$ cat src/rtl/seg_pkg.sv
// seg_pkg: shared BCD digit types and helpers for the counter and segment decoder
package seg_pkg;
  localparam int BCD_W = 4;
  localparam logic [BCD_W-1:0] BCD_MAX = 4'd9;
  typedef logic [BCD_W-1:0] bcd_digit_t;
  function automatic bcd_digit_t bcd_sat(bcd_digit_t d);
    return (d > BCD_MAX) ? BCD_MAX : d;
  endfunction
endpackage

$ cat src/rtl/bcd_tick_counter_if.sv
// bcd_tick_counter_if: control inputs and count/strobe outputs of the BCD tick counter
interface bcd_tick_counter_if #(parameter int DIGITS = 4);
  logic en;
  logic dir;
  logic clr;
  logic load;
  logic [4*DIGITS-1:0] load_val;
  logic [4*DIGITS-1:0] bcd_num;
  logic tick;
  logic wrap;
  modport master (output en, dir, clr, load, load_val, input bcd_num, tick, wrap);
  modport slave (input en, dir, clr, load, load_val, output bcd_num, tick, wrap);
endinterface

$ cat src/rtl/bcd_digit.sv
// bcd_digit: one BCD digit of next-value logic with ripple carry/borrow
module bcd_digit
  import seg_pkg::*;
(
  input  bcd_digit_t i_digit,
  input  logic       inc,
  input  logic       dec,
  input  logic       cin,
  output bcd_digit_t o_digit,
  output logic       cout
);
  logic w_max, w_min;
  assign w_max = i_digit == BCD_MAX;
  assign w_min = i_digit == '0;
  assign o_digit = !cin ? i_digit :
                   inc  ? (w_max ? '0 : i_digit + 4'd1) :
                   dec  ? (w_min ? BCD_MAX : i_digit - 4'd1) : i_digit;
  assign cout = cin & ((inc & w_max) | (dec & w_min));
endmodule

$ cat src/rtl/bcd_tick_counter.sv
// bcd_tick_counter: prescaled DIGITS-wide BCD up/down counter with tick and wrap strobes
module bcd_tick_counter
  import seg_pkg::*;
#(
  parameter int TICK_CYCLES = 25_000_000,
  parameter int DIGITS      = 4
) (
  input logic clk,
  input logic rst,
  bcd_tick_counter_if.slave bus
);
  localparam int PW = $clog2(TICK_CYCLES);
  localparam logic [PW-1:0] P_LAST = PW'(TICK_CYCLES - 1);
  logic [PW-1:0] r_pcnt;
  logic [BCD_W*DIGITS-1:0] r_bcd, w_next, w_load;
  logic [DIGITS:0] w_chain;
  logic r_tick, r_wrap, w_step;
  assign w_step = bus.en && r_pcnt == P_LAST;
  // the least significant digit always moves on a step; higher digits follow the ripple
  assign w_chain[0] = 1'b1;
  for (genvar i = 0; i < DIGITS; i++) begin : g_dig
    bcd_digit u_dig (
      .i_digit(r_bcd[BCD_W*i +: BCD_W]),
      .inc    (bus.dir),
      .dec    (!bus.dir),
      .cin    (w_chain[i]),
      .o_digit(w_next[BCD_W*i +: BCD_W]),
      .cout   (w_chain[i+1])
    );
    assign w_load[BCD_W*i +: BCD_W] = bcd_sat(bus.load_val[BCD_W*i +: BCD_W]);
  end
  always_ff @(posedge clk or posedge rst) begin
    if (rst) begin
      r_pcnt <= '0;
      r_bcd  <= '0;
      r_tick <= 1'b0;
      r_wrap <= 1'b0;
    end else begin
      r_tick <= 1'b0;
      r_wrap <= 1'b0;
      if (bus.clr) begin
        r_pcnt <= '0;
        r_bcd  <= '0;
      end else if (bus.load) begin
        r_pcnt <= '0;
        r_bcd  <= w_load;
      end else if (bus.en) begin
        r_pcnt <= w_step ? '0 : r_pcnt + 1'b1;
        if (w_step) begin
          r_bcd  <= w_next;
          r_tick <= 1'b1;
          r_wrap <= w_chain[DIGITS];
        end
      end
    end
  end
  assign bus.bcd_num = r_bcd;
  assign bus.tick    = r_tick;
  assign bus.wrap    = r_wrap;
endmodule

$ cat src/flat_wrapper.sv
// flat-port wrapper written by rule: the top's interface ports become plain ports
module bcd_tick_counter_flat import seg_pkg::*;
#(
  parameter int TICK_CYCLES = 25_000_000,
  parameter int DIGITS      = 4
)
  (clk, rst, bus_en, bus_dir, bus_clr, bus_load, bus_load_val, bus_bcd_num, bus_tick, bus_wrap);
  bcd_tick_counter_if #(.DIGITS(DIGITS)) bus_i ();
  input logic clk;
  input logic rst;
  input wire logic [$bits(bus_i.en)-1:0] bus_en;
  input wire logic [$bits(bus_i.dir)-1:0] bus_dir;
  input wire logic [$bits(bus_i.clr)-1:0] bus_clr;
  input wire logic [$bits(bus_i.load)-1:0] bus_load;
  input wire logic [$bits(bus_i.load_val)-1:0] bus_load_val;
  output wire logic [$bits(bus_i.bcd_num)-1:0] bus_bcd_num;
  output wire logic [$bits(bus_i.tick)-1:0] bus_tick;
  output wire logic [$bits(bus_i.wrap)-1:0] bus_wrap;
  assign bus_i.en = bus_en;
  assign bus_i.dir = bus_dir;
  assign bus_i.clr = bus_clr;
  assign bus_i.load = bus_load;
  assign bus_i.load_val = bus_load_val;
  assign bus_bcd_num = bus_i.bcd_num;
  assign bus_tick = bus_i.tick;
  assign bus_wrap = bus_i.wrap;
  bcd_tick_counter #(.TICK_CYCLES(TICK_CYCLES), .DIGITS(DIGITS)) u_core (.clk(clk), .rst(rst), .bus(bus_i));
endmodule
$ cat config.mk
export PLATFORM = sky130hd
export DESIGN_NAME = bcd_tick_counter_flat
export DESIGN_NICKNAME = d
export VERILOG_FILES = /design/src/rtl/seg_pkg.sv /design/src/rtl/bcd_tick_counter_if.sv /design/src/rtl/bcd_digit.sv /design/src/rtl/bcd_tick_counter.sv /design/src/flat_wrapper.sv
export SDC_FILE = /design/constraint.sdc
export NUM_CORES = 1
export LEC_CHECK = 0
export BUFFER_PORTS_ARGS = -buffer_cell sky130_fd_sc_hd__buf_2
export CAP_MARGIN = 10
export CORE_ASPECT_RATIO = 1.5
export CORE_UTILIZATION = 52
export CTS_BUF_LIST = sky130_fd_sc_hd__clkbuf_4 sky130_fd_sc_hd__clkbuf_8
export CTS_CLUSTER_SIZE = 28
export DETAILED_ROUTE_END_ITERATION = 8
export PLACE_DENSITY = 0.73
export SLEW_MARGIN = 20
export SYNTH_ARGS = -nofsm -noshare
export SYNTH_HDL_FRONTEND = slang
export SYNTH_SLANG_ARGS = --single-unit
$ cat constraint.sdc
create_clock -name clk -period 5.7 [get_ports clk]
set_clock_uncertainty 0.2 [all_clocks]
set_input_delay 0 -clock clk [delete_from_list [all_inputs] [get_ports clk]]
set_output_delay 0 -clock clk [all_outputs]
set_load 0.01 [all_outputs]
Word level (Yosys, flattened, before mapping)

Index checks and enable logic that the tools add are counted.

Word-level logic and storage cells: 90
Output and inout bits: 18
Input bits: 22
Register bits after elaboration: 43

Muxes and demuxes: 35
Equality and inequality tests: 5
$lt $le $gt $ge: 4
Bitwise gates (word level): 15
Reduce and logical (&&, ||, !) cells: 15
Add/subtract/negate cells: 9

Operator list:

| kind                  | count |
|---|---|
| $mux 25               | 4 |
| $mux 4                | 19 |
| $mux 16               | 4 |
| $add 25x1->25 const B | 1 |
| $eq 25x25->1 const B  | 1 |
| $add 4x1->4 const B   | 4 |
| $eq 4x4->1 const B    | 4 |
| $gt 4x4->1 const B    | 4 |
| $logic_not 4->1       | 4 |
| $sub 4x1->4 const B   | 4 |
| $reduce_bool 3->1     | 5 |
| $and 1x1->1           | 11 |
| $reduce_and 3->1      | 3 |
| $mux 1                | 8 |
| $or 1x1->1            | 4 |
| $reduce_and 2->1      | 1 |
| $logic_and 1x1->1     | 1 |
| $logic_not 1->1       | 1 |

Logic depth before layout (Yosys ltp)

Word-level depth: 10
Gate-level depth with buffers: 9
Mapped depth without buffers: 7

Hierarchy

From an unflattened synthesis, not the netlist that was laid out.

Cells, all modules: 393
Area total of the unflattened synthesis: 3311.9 um2

By module, submodules not included:

| module           | cells each | instances | area an instance (um2) | sequential area each (um2) |
|---|---|---|---|---|
| bcd_tick_counter | 241        | 1         | 2306.0                 | 1076.0 |
| bcd_digit        | 38         | 4         | 251.5                  | 0.0 |

Least setup slack after synthesis

Ideal clock, no wire load.

Path kind: register to register
From: register u_core.r_bcd[0], in the netlist u_core.bus.bcd_num[0]
To: register u_core.r_bcd[10], in the netlist u_core.bus.bcd_num[10]
Required time: 5399 ps
Library setup time: 101 ps
Path buffers: 0
Period minus slack after synthesis: 2521 ps
Arrival time: 2220 ps
Path slack: 3179 ps
Cell stages (with the launch flop): 8
Path through: dfrtp_1 -> inv_1 -> ha_1 -> nor3b_1 -> o22ai_1 -> nor4_4 -> mux2_2 -> nor4_1

Longest elaborated chain between the ends: 6
Elaborated cells between the ends (all ways): 8
Classes of those cells: eq/ne (1); bitwise (4); reduce/logical (3)

Ends and longest elaborated chain:

| what                                          | RTL line                         | source |
|---|---|---|
| start: declaration                            | bcd_tick_counter.sv:15           | `logic [BCD_W*DIGITS-1:0] r_bcd, w_next, w_load;` |
| start signal: assignment                      | bcd_tick_counter.sv:46           | `r_bcd <= w_load;` |
| start signal: assignment                      | bcd_tick_counter.sv:50           | `r_bcd <= w_next;` |
| $eq 4x4->1 or $logic_not 4->1 (tied branches) | bcd_digit.sv:13, bcd_digit.sv:14 |  |
| $and 1x1->1                                   | bcd_digit.sv:18                  | `assign cout = cin & ((inc & w_max) \| (dec & w_min));` |
| $or 1x1->1 *                                  | bcd_digit.sv:18                  |  |
| $and 1x1->1 *                                 | bcd_digit.sv:18                  |  |
| $reduce_bool 3->1 (no line) *                 | --                               |  |
| $reduce_and 3->1 (no line) *                  | --                               |  |

Every way passes the cells marked *; elsewhere a longest branch is shown, timed or not.
A chain may end at the register's enable or synchronous reset.

Worst setup path in the final report

From: register u_core.r_pcnt[0]
To: register u_core.r_bcd[1], in the netlist u_core.bus.bcd_num[1]

Longest elaborated chain between the ends: 4

Ends and longest elaborated chain:

| what                        | RTL line               | source |
|---|---|---|
| start: declaration          | bcd_tick_counter.sv:14 | `logic [PW-1:0] r_pcnt;` |
| start signal: assignment    | bcd_tick_counter.sv:48 | `r_pcnt <= w_step ? '0 : r_pcnt + 1'b1;` |
| $eq 25x25->1                | bcd_tick_counter.sv:18 | `assign w_step = bus.en && r_pcnt == P_LAST;` |
| $logic_and 1x1->1           | bcd_tick_counter.sv:18 |  |
| $reduce_bool 3->1 (no line) | --                     |  |
| $reduce_and 2->1 (no line)  | --                     |  |

Every way passes these cells.

==> results.sh <==
export IMPL_status="finished, final reports clean"
export IMPL_worstMarginPinSlew_ns=0.953
export IMPL_coreArea_mm2=0.00583
export IMPL_io_buffers=39
export IMPL_netlist_area_mm2=0.00314
export IMPL_final_hold_viol_count=0
export IMPL_period_minus_slack_ns=3.07
export IMPL_end_kind="register"
export IMPL_drtIter0Drc=124
export IMPL_place_ws_ns=2.81
export IMPL_synthCells=365
export IMPL_vias=2988
export IMPL_synth_yosys_seq_area_share_pct=34.2
export IMPL_clk_latency_ns=0.30
export IMPL_grt_first_pass_wirelength_mm=13.2
export IMPL_synth_avg_cell_area_um2=8.61
export IMPL_power_leakage_nw=1.63
export IMPL_htree_levels=2
export IMPL_crit_fanout=9
export IMPL_synth_top_area_cell="dfrtp_1"
export IMPL_ios=40
export IMPL_grt_max_degree=44
export IMPL_grt_ovfl_total=0
export IMPL_antenna_found_initial=0
export IMPL_ys_seq_elements=43
export IMPL_setup_viol=0
export IMPL_drive_gt1_share_pct=15.1
export IMPL_synth_cell_type_count=61
export IMPL_routabilityCongestion=0.853
export IMPL_rows=34
export IMPL_ctsLongestPathBuffers=2
export IMPL_die_area_mm2=0.00636
export IMPL_ant_nets=0
export IMPL_n_antenna_cell=0
export IMPL_wl_mm=7.82
export IMPL_drc=0
export IMPL_drt_pass1_iter_count=4
export IMPL_syn_to_final_growth_pct=17.9
export IMPL_layout_nets=452
export IMPL_clk_pin_slew_ns=0.09
export IMPL_maxCapViolCount=0
export IMPL_grt_pass1_vias=2870
export IMPL_dp_hpwl_mm=5.19
export IMPL_wire_per_inst_um=16.0
export IMPL_die_w_um=65.5
export IMPL_clock_sinks=43
export IMPL_synth_ff_type="dfrtp_1"
export IMPL_powerDensity_mw_per_mm2=194
export IMPL_drv_slew=0
export IMPL_fin_setup_tns_ns=0
export IMPL_yosysTopAreaCellShare_pct=34.2
export IMPL_yosysWarnings=0
export IMPL_die_y_um=97.2
export IMPL_final_period_utilization_pct=53.8
export IMPL_ys_async_sr_fraction_pct=100
export IMPL_layout_setup_ws_ns=2.63
export IMPL_synthTopCellsByArea="dfrtp_1 34%, nor2_1 5.3%, ha_1 5.2%"
export IMPL_critPathKind="register to register"
export IMPL_viasPerCell=6.10
export IMPL_cp_arrival_ns=3.11
export IMPL_critPathLaunchType="register"
export IMPL_synth_enable_flop_cells=0
export IMPL_holdWs_ns=0.0100
export IMPL_ir_drop_mv=0.139
export IMPL_cp_required_ns=5.74
export IMPL_initial_core_util_pct=53.9
export IMPL_rsz0062_at_grt="no"
export IMPL_tritoncts="yes"
export IMPL_synth_fp_nets=400
export IMPL_track_usage_pct=26.2
export IMPL_cts_buffers=5
export IMPL_relSlewSlack_pct=36.0
export IMPL_max_freq_ghz=0.326
export IMPL_fin_util_pct=63.5
export IMPL_root_buffer="clkbuf_8"
export IMPL_p_total_w=0.000718
export IMPL_hp_class="primary input to register"
==> worst max-delay path, stage by stage, from the launching register on <==
cell and delay [ns]:
dfrtp_1 0.40, ha_1 0.22, nand3_2 0.11, or4_4 0.60, or2_1 0.35, a2111o_1 0.39
a31oi_1 0.18, dlygate4sd3_1 0.57
==> sequential cells by signal, indices dropped and copies added (netlist names) <==
name and flops:
u_core.bus.tick 1, u_core.r_pcnt 25, u_core.bus.bcd_num 16, u_core.bus.wrap 1
==> worst paths after layout <==
check	cells after the start	start	slack, ns	end
min reg2reg	2	u_core.r_pcnt[22]	0.35	u_core.r_pcnt[22]
min in group asynchronous	4	rst	0.17	u_core.r_pcnt[14]
min	4	bus_load_val[11]	0.01	u_core.bus.bcd_num[11]
max in group asynchronous	4	rst	4.75	u_core.bus.wrap
max reg2reg	7	u_core.r_pcnt[0]	2.63	u_core.bus.bcd_num[1]
max	7	u_core.r_pcnt[0]	2.63	u_core.bus.bcd_num[1]
==> cell usage after synthesis, types with 3 or more instances <==
| library cell | count |
|---|---|
| nor2_1 | 44 |
| nor2b_1 | 4 |
| clkbuf_1 | 13 |
| ha_1 | 13 |
| and3_1 | 8 |
| nand4_1 | 6 |
| dfrtp_1 | 43 |
| nand3_1 | 19 |
| o311a_1 | 4 |
| a31oi_1 | 6 |
| and4_1 | 5 |
| o31ai_1 | 4 |
| a32oi_1 | 3 |
| nor4_1 | 3 |
| a211oi_1 | 3 |
| nor3b_1 | 6 |
| nand3b_1 | 4 |
| xnor2_1 | 10 |
| xor2_1 | 17 |
| nand2b_1 | 9 |
| nor3_1 | 5 |
| inv_1 | 21 |
| a21oi_1 | 20 |
| nand2_1 | 23 |
| o21ai_0 | 12 |
| a211o_1 | 3 |
==> metal layers <==
metal / wire length [um] / share of wire [%] / track usage [%] / up-vias
met5: 0 / 0 / 0 / -
li1: - / - / - / 1417
met1: 3260 / 42 / 30.8 / 1448
met3: 294 / 3.8 / 3.99 / 26
met4: 273 / 3.5 / 11.7 / 0
met2: 3990 / 51 / 45.4 / 97
==> layout make-up <==
type                       count  area [um^2]
multi-input combinational    281         1900
inverter                      22         82.6
tap                           72         90.1
clock inverter                 3         43.8
clock buffer                   5         68.8
sequential                    43         1080
timing repair buffer          64          443
fill                         495         2120
==> cells in the final DEF (no fill, tap or decap), drive strengths merged, types with 3 or more instances in the layout <==
master / netlist / routed
or2: 3 / 3
a211oi: 3 / 3
nand2: 23 / 23
nand2b: 9 / 9
a21oi: 20 / 20
clkinv: 1 / 4
and3: 8 / 8
nor2: 44 / 44
nor4: 5 / 5
or4: 3 / 3
nand3b: 4 / 4
a211o: 3 / 3
clkbuf: 13 / 5
a31oi: 6 / 6
ha: 13 / 13
xor2: 17 / 17
nor3b: 6 / 6
nand3: 21 / 21
buf: 6 / 40
xnor2: 10 / 10
o21ai: 12 / 12
inv: 21 / 20
a32oi: 3 / 3
and4: 5 / 5
nand4: 6 / 6
o311a: 4 / 4
o31ai: 4 / 4
nor2b: 4 / 4
dlygate4sd3: 0 / 24
nor3: 5 / 5
dfrtp: 43 / 43
==> cell families after synthesis <==
kind of cell / Yosys count / synth area share (%)
AND/OR/NAND/NOR: 158 / 28.8
AO/OA/AOI/OAI: 79 / 17.5
flip-flops: 43 / 34.2
buffers and inverters: 41 / 5.46
XOR/XNOR: 27 / 7.53
adder cells (fa/ha/maj): 13 / 5.18
multiplexers: 4 / 1.35
==> metrics by stage <==
step	cell area (um^2)	cells
6_report	3700	490
5_1_grt	3700	490
4_1_cts	3700	490
3_5_place_dp	3350	458
3_3_place_gp	3350	458
2_1_floorplan	3140	365
==> power breakdown <==
| group | internal, W | total (W) | switching [W] |
|---|---|---|---|
| clock | 0.000131 | 0.000242 | 0.000112 |
| sequential | 0.000313 | 0.000332 | 0.0000188 |
| combinational | 0.0000647 | 0.000144 | 0.0000794 |
==> timing repair <==
item                      in CTS  in global routing
buffers inserted               0                  0
hold endpoints to repair      60                  0
hold buffers                  24                  0
gates resized for setup        0                  0
No activity file was read; power rests on OpenSTA's default activity.
